## src/rtl/yari_mem_bridge.sv

```systemverilog
// Bridges the yari tagged memory port to an in-order split-transaction backend, returning read data tagged with its id.
// Latency: 1 cycle request->bk_*, 1 cycle readdatavalid->return; backpressure: mem_waitrequest on full FIFO, bk_* held under bk_waitrequest.
module yari_mem_bridge #(
    parameter int REQ_DEPTH       = 4,
    parameter int MAX_OUTSTANDING = 4
) (
    input  logic        clock,
    input  logic        rst,
    output logic        mem_waitrequest,
    input  logic [1:0]  mem_id,
    input  logic [29:0] mem_address,
    input  logic        mem_read,
    input  logic        mem_write,
    input  logic [31:0] mem_writedata,
    input  logic [3:0]  mem_writedatamask,
    output logic [31:0] mem_readdata,
    output logic [1:0]  mem_readdataid,
    output logic [29:0] bk_address,
    output logic        bk_read,
    output logic        bk_write,
    output logic [31:0] bk_writedata,
    output logic [3:0]  bk_byteenable,
    input  logic        bk_waitrequest,
    input  logic [31:0] bk_readdata,
    input  logic        bk_readdatavalid,
    output logic        err_spurious
);
    localparam int RAW = $clog2(REQ_DEPTH);
    localparam int RCW = $clog2(REQ_DEPTH + 1);
    localparam int IAW = (MAX_OUTSTANDING > 1) ? $clog2(MAX_OUTSTANDING) : 1;
    localparam int OCW = $clog2(MAX_OUTSTANDING + 1);
    localparam logic [RCW-1:0] REQ_FULL = RCW'(REQ_DEPTH);
    localparam logic [OCW-1:0] OUT_MAX  = OCW'(MAX_OUTSTANDING);

    typedef struct packed {
        logic        write;
        logic [1:0]  id;
        logic [29:0] address;
        logic [31:0] writedata;
        logic [3:0]  mask;
    } req_t;

    req_t           req_mem [REQ_DEPTH];
    logic [RAW-1:0] req_wr;
    logic [RAW-1:0] req_rd;
    logic [RCW-1:0] req_cnt;
    logic [RCW-1:0] req_cnt_nxt;
    logic           full_q;

    // Sized to a power of two so a single-entry tracker still has a usable pointer.
    logic [1:0]     id_mem [2**IAW];
    logic [IAW-1:0] id_wr;
    logic [IAW-1:0] id_rd;
    logic [OCW-1:0] out_cnt;

    req_t head;
    req_t push_ent;
    logic push;
    logic pop;
    logic issue_rd;
    logic rd_ok;

    assign mem_waitrequest = full_q | rst;
    assign push = (mem_read | mem_write) & ~mem_waitrequest;
    // A simultaneous read+write strobe is carried as a write only.
    assign push_ent = '{write: mem_write, id: mem_id, address: mem_address,
                        writedata: mem_writedata, mask: mem_writedatamask};

    assign head          = req_mem[req_rd];
    assign bk_write      = (req_cnt != '0) & head.write;
    assign bk_read       = (req_cnt != '0) & ~head.write & (out_cnt < OUT_MAX);
    assign bk_address    = head.address;
    assign bk_writedata  = head.writedata;
    assign bk_byteenable = head.mask;

    assign pop      = (bk_read | bk_write) & ~bk_waitrequest;
    assign issue_rd = bk_read & ~bk_waitrequest;
    assign rd_ok    = bk_readdatavalid & (out_cnt != '0);

    always_comb begin
        req_cnt_nxt = req_cnt;
        if (push && !pop) begin
            req_cnt_nxt = req_cnt + RCW'(1);
        end else if (!push && pop) begin
            req_cnt_nxt = req_cnt - RCW'(1);
        end
    end

    always_ff @(posedge clock) begin
        if (push) begin
            req_mem[req_wr] <= push_ent;
        end
        if (issue_rd) begin
            id_mem[id_wr] <= head.id;
        end
    end

    always_ff @(posedge clock) begin
        if (rst) begin
            req_wr         <= '0;
            req_rd         <= '0;
            req_cnt        <= '0;
            full_q         <= 1'b0;
            id_wr          <= '0;
            id_rd          <= '0;
            out_cnt        <= '0;
            mem_readdata   <= '0;
            mem_readdataid <= '0;
            err_spurious   <= 1'b0;
        end else begin
            if (push) begin
                req_wr <= req_wr + RAW'(1);
            end
            if (pop) begin
                req_rd <= req_rd + RAW'(1);
            end
            req_cnt <= req_cnt_nxt;
            full_q  <= (req_cnt_nxt == REQ_FULL);
            if (issue_rd) begin
                id_wr <= id_wr + IAW'(1);
            end
            if (rd_ok) begin
                id_rd <= id_rd + IAW'(1);
            end
            case ({issue_rd, rd_ok})
                2'b10:   out_cnt <= out_cnt + OCW'(1);
                2'b01:   out_cnt <= out_cnt - OCW'(1);
                default: out_cnt <= out_cnt;
            endcase
            mem_readdataid <= rd_ok ? id_mem[id_rd] : 2'd0;
            if (rd_ok) begin
                mem_readdata <= bk_readdata;
            end
            if (bk_readdatavalid && out_cnt == '0) begin
                err_spurious <= 1'b1;
            end
        end
    end
endmodule

```

## config.mk

```make
export PLATFORM = sky130hd
export DESIGN_NAME = yari_mem_bridge
export DESIGN_NICKNAME = d
export VERILOG_FILES = /design/src/rtl/yari_mem_bridge.sv
export SDC_FILE = /design/constraint.sdc
export NUM_CORES = 1
export LEC_CHECK = 0
export BUFFER_PORTS_ARGS = -buffer_cell sky130_fd_sc_hd__buf_2
export CORE_MARGIN = 4
export CORE_UTILIZATION = 60
export CTS_BUF_LIST = sky130_fd_sc_hd__clkbuf_4 sky130_fd_sc_hd__clkbuf_8
export CTS_CLUSTER_DIAMETER = 200
export DETAILED_ROUTE_END_ITERATION = 12
export GPL_ROUTABILITY_DRIVEN = 0
export HOLD_SLACK_MARGIN = 0.05
export PLACE_DENSITY_LB_ADDON = 0.15
export SETUP_SLACK_MARGIN = 0.2
export SKIP_LAST_GASP = 1
export SLEW_MARGIN = 25
export SYNTH_ARGS = -nofsm -noshare
export SYNTH_HDL_FRONTEND = slang
export SYNTH_SLANG_ARGS = --single-unit
```

## constraint.sdc

```tcl
create_clock -name clock -period 4.5 [get_ports clock]
set_input_delay 0.225 -clock clock [delete_from_list [all_inputs] [get_ports clock]]
set_output_delay 0.225 -clock clock [all_outputs]
set_load 0.1 [all_outputs]
```

==> results.py <==
metrics = {
    "job": {
        "maxCapViolations": 0,
    },
    "worst_setup_path": {
        "crit_family": "buffers and inverters",
        "path_cells": "buf_6, mux4_2, buf_2",
        "crit_slowest_cell": "dfxtp_4",
        "endpoint_kind": "primary output",
        "r2r-end": "out_cnt[2]",
        "crit_buf_inv": 2,
        "crit_cells": 3,
        "endpoint": "bk_address[20]",
        "critPathKind": "reg -> out",
        "ff2ff_path_depth": 10,
        "slowest_delay_ns": 0.65,
        "crit_fanout": 50,
        "cp_data_required_time_ns": 4.28,
        "crit_arrival_ns": 2.82,
        "r2r_setup_slack_ns": 1.58,
        "start_kind": "flip-flop",
    },
    "drt": {
        "wirelength_mm": 24.7,
        "vias": 6983,
        "drt-initial-drc-count": 415,
        "via_per_inst": 5.38,
        "drcViolationCount": 0,
        "wl_per_cell_um": 19.1,
        "detail-route-antenna-nets": 0,
        "dr.pass1.iters": 5,
    },
    "sta": {
        "grt_setup_unrepaired": "false",
        "finalCriticalPeriod_ns": 3.04,
        "fmax_mhz": 329,
        "finalCritPeriodShare_pct": 67.6,
        "finalSetupTns_ns": 0,
        "hold_viol_final": 0,
        "worst_slew_pin_slew_ns": 0.856,
        "slew_viol_final": 0,
        "finalWorstSetupSlack_ns": 1.46,
        "setup_viol": 0,
        "skew_ns": 0.0231,
        "max-slew-margin-rel_pct": 43.0,
    },
    "pwr": {
        "p_int_mw": 5.66,
        "pwr-share-clk_pct": 26.2,
        "ir_drop_mv": 0.452,
        "pwr-share-seq_pct": 41.1,
        "power.leakage_nw": 5.68,
        "p_sw_mw": 3.51,
        "switching_share_pct": 38.2,
        "power.density_nw_per_um2": 577,
        "combPwrFrac_pct": 32.7,
    },
    "synthesis": {
        "ys_seq_area_share_pct": 74.0,
        "synthArstFlopShare_pct": 0,
        "ys_warn_count": 0,
        "synth_cell_type_count": 42,
        "ys.flop_type": "edfxtp_1",
        "synth_area_per_cell_um2": 18.3,
        "syn_nets": 826,
        "netlist_area_um2": 12900,
        "syn_inst": 707,
        "synth_edf_count": 284,
        "synth_seq_cells": 336,
    },
    "placement": {
        "port_buffers": 209,
        "dpl.hpwl_mm": 14.0,
        "pre_cts_ws_ns": 1.50,
    },
    "clock_network": {
        "cts_tree": "built",
        "clkTransAtPathRegs_ns": 0.06,
        "cts.sinks": 336,
        "cts_buffers": 51,
        "clk_latency_ns": 0.55,
        "ctsLongestPathBuffers": 3,
        "htreeDepth": 2,
        "cts-root-buf": "clkbuf_8",
    },
    "floorplanning": {
        "die_w_um": 155,
        "io_pins": 210,
        "die_h_um": 155,
        "start_util_pct": 61.3,
        "coreArea_um2": 21100,
        "dieArea_um2": 24000,
        "row_count": 53,
    },
    "final_layout": {
        "nets": 1103,
        "drive_gt1_share_pct": 37.5,
        "register_area_um2": 9580,
        "n_fill_cell": 1242,
        "multiInputGateArea_um2": 2690,
        "area_delta_synth_final_pct": 22.9,
    },
    "global_route": {
        "antenna_found_initial": 1,
        "gr-total-overflow": 0,
        "grt_max_degree": 71,
        "track_usage_pct": 20.8,
        "grt_pass1_wl_mm": 39.0,
        "grt_pass1_vias": 7485,
    },
    "outcome": {
        "run_status": "finished clean",
    },
    "min_path": {
        "hold_path_class": "in -> reg",
    },
}
[cells in the mapped netlist, types with 4 or more instances]
cell | number | share of area (%)
inv_1 | 12 | 0.35
and2_1 | 8 | 0.39
mux4_2 | 71 | 12
buf_4 | 66 | 3.8
clkbuf_1 | 16 | 0.46
buf_1 | 4 | 0.12
xor2_1 | 5 | 0.34
nand2_1 | 71 | 2.1
edfxtp_1 | 284 | 66
nor2_1 | 19 | 0.55
ha_1 | 12 | 1.2
dfxtp_1 | 52 | 8.1
a21oi_1 | 37 | 1.4
buf_2 | 7 | 0.27
[worst min-delay path: stages]
cell and delay (ns):
buf_2 0.14, nor3_4 0.08, xnor2_1 0.14, nor2_1 0.04
[what timing repair did]
item / CTS / global route
hold buffers: 102 / 0
endpoints found under the hold margin: 309 / 0
gates resized for setup: 0 / 0
buffers inserted: 0 / 0
[cells in the final DEF (no fill, tap or decap), types with 2 or more instances in the layout]
| cell | Yosys | routed |
|---|---|---|
| nand3_1 | 2 | 2 |
| buf_4 | 66 | 2 |
| a311oi_1 | 2 | 2 |
| buf_16 | 0 | 4 |
| dlygate4sd3_1 | 0 | 102 |
| and2_1 | 8 | 4 |
| edfxtp_1 | 284 | 284 |
| nor2b_1 | 2 | 2 |
| clkinv_2 | 0 | 3 |
| dfxtp_1 | 52 | 50 |
| or2_2 | 2 | 2 |
| inv_1 | 12 | 12 |
| and3_1 | 3 | 3 |
| clkbuf_4 | 0 | 24 |
| clkbuf_8 | 0 | 53 |
| buf_2 | 7 | 209 |
| a21oi_1 | 37 | 37 |
| ha_1 | 12 | 12 |
| xnor2_1 | 3 | 3 |
| xor2_1 | 5 | 5 |
| and2_4 | 0 | 4 |
| nor2_1 | 19 | 19 |
| a31oi_1 | 2 | 2 |
| clkinv_1 | 0 | 9 |
| mux4_2 | 71 | 71 |
| o21ai_0 | 3 | 3 |
| nor3_1 | 2 | 2 |
| nand2_1 | 71 | 71 |
| dfxtp_4 | 0 | 2 |
| mux2i_1 | 3 | 3 |
[routing by layer]
layer / vias up / part of all wire, % / global-route usage, %
met5: - / 0 / 0
met4: 0 / 2.0 / 6.39
met3: 36 / 7.6 / 5.62
met2: 275 / 51 / 35.8
met1: 3459 / 40 / 26.1
li1: 3213 / - / -
[cells by family (layout without fill, tap and decap cells)]
| kind of cell | count (synthesis) | count (layout) | share of synthesized area (%) |
|---|---|---|---|
| flip-flops | 336 | 336 | 74.0 |
| AND/OR/NAND/NOR | 118 | 118 | 4.09 |
| buffers and inverters | 108 | 423 | 5.24 |
| multiplexers | 75 | 75 | 12.7 |
| AO/OA/AOI/OAI | 49 | 49 | 2.10 |
| adder cells (fa/ha/maj) | 13 | 13 | 1.32 |
| XOR/XNOR | 8 | 8 | 0.542 |
| other | 0 | 1 | 0 |
[power by group through the flow]
stage          logic [mW]  clock network, mW  registers, mW
5_1_grt              3.13               2.61           3.79
6_report             3.00               2.40           3.77
4_1_cts              3.00               2.44           3.77
2_1_floorplan        2.34                  0           4.17
3_5_place_dp         2.93                  0           3.84
3_3_place_gp         2.89                  0           3.82
[per-stage QoR]
step | instance area [um^2] | utilization [%] | power (mW) | hold slack, ns | cells
final | 15900 | 75.3 | 9.17 | 0.129 | 1298
after global routing | 15900 | 75.3 | 9.53 | 0.113 | 1298
after CTS | 15700 | 74.7 | 9.22 | 0.0933 | 1292
after detailed placement | 13700 | 65.1 | 6.76 | 0.441 | 1099
after global placement | 13700 | 65.1 | 6.71 | 0.435 | 1099
after floorplan | 12900 | - | 6.51 | 0.324 | 707
[worst min path at each step]
stage	slack, ns	endpoint	depth (start not counted)	from
4_1_cts	0.09	id_wr[0]	4	bk_waitrequest
5_1_grt	0.11	id_wr[0]	4	bk_waitrequest
3_5_place_dp	0.44	req_mem[1][34]	1	mem_writedata[30]
2_1_floorplan	0.32	req_mem[0][0]	0	mem_writedatamask[0]
3_3_place_gp	0.43	req_mem[1][65]	1	mem_address[29]
6_report	0.13	id_wr[0]	4	bk_waitrequest
[sequential cells by signal, indices dropped and copies added, names as in the netlist, named ones only]
register        count
mem_readdataid      2
out_cnt             3
req_cnt             3
full_q              1
req_rd              2
req_mem           276
id_wr               2
id_mem              8
id_rd               2
err_spurious        1
mem_readdata       32
req_wr              2
[final cells by class]
cell class	instances	area share, %
tap	275	2.17
timing repair buffer	319	14.0
antenna	1	0.0158
clock buffer	77	5.73
inverter	13	0.307
clock inverter	14	0.544
sequential	336	60.3
multi-input combinational	263	16.9
Power figures use the tool's default switching activity.
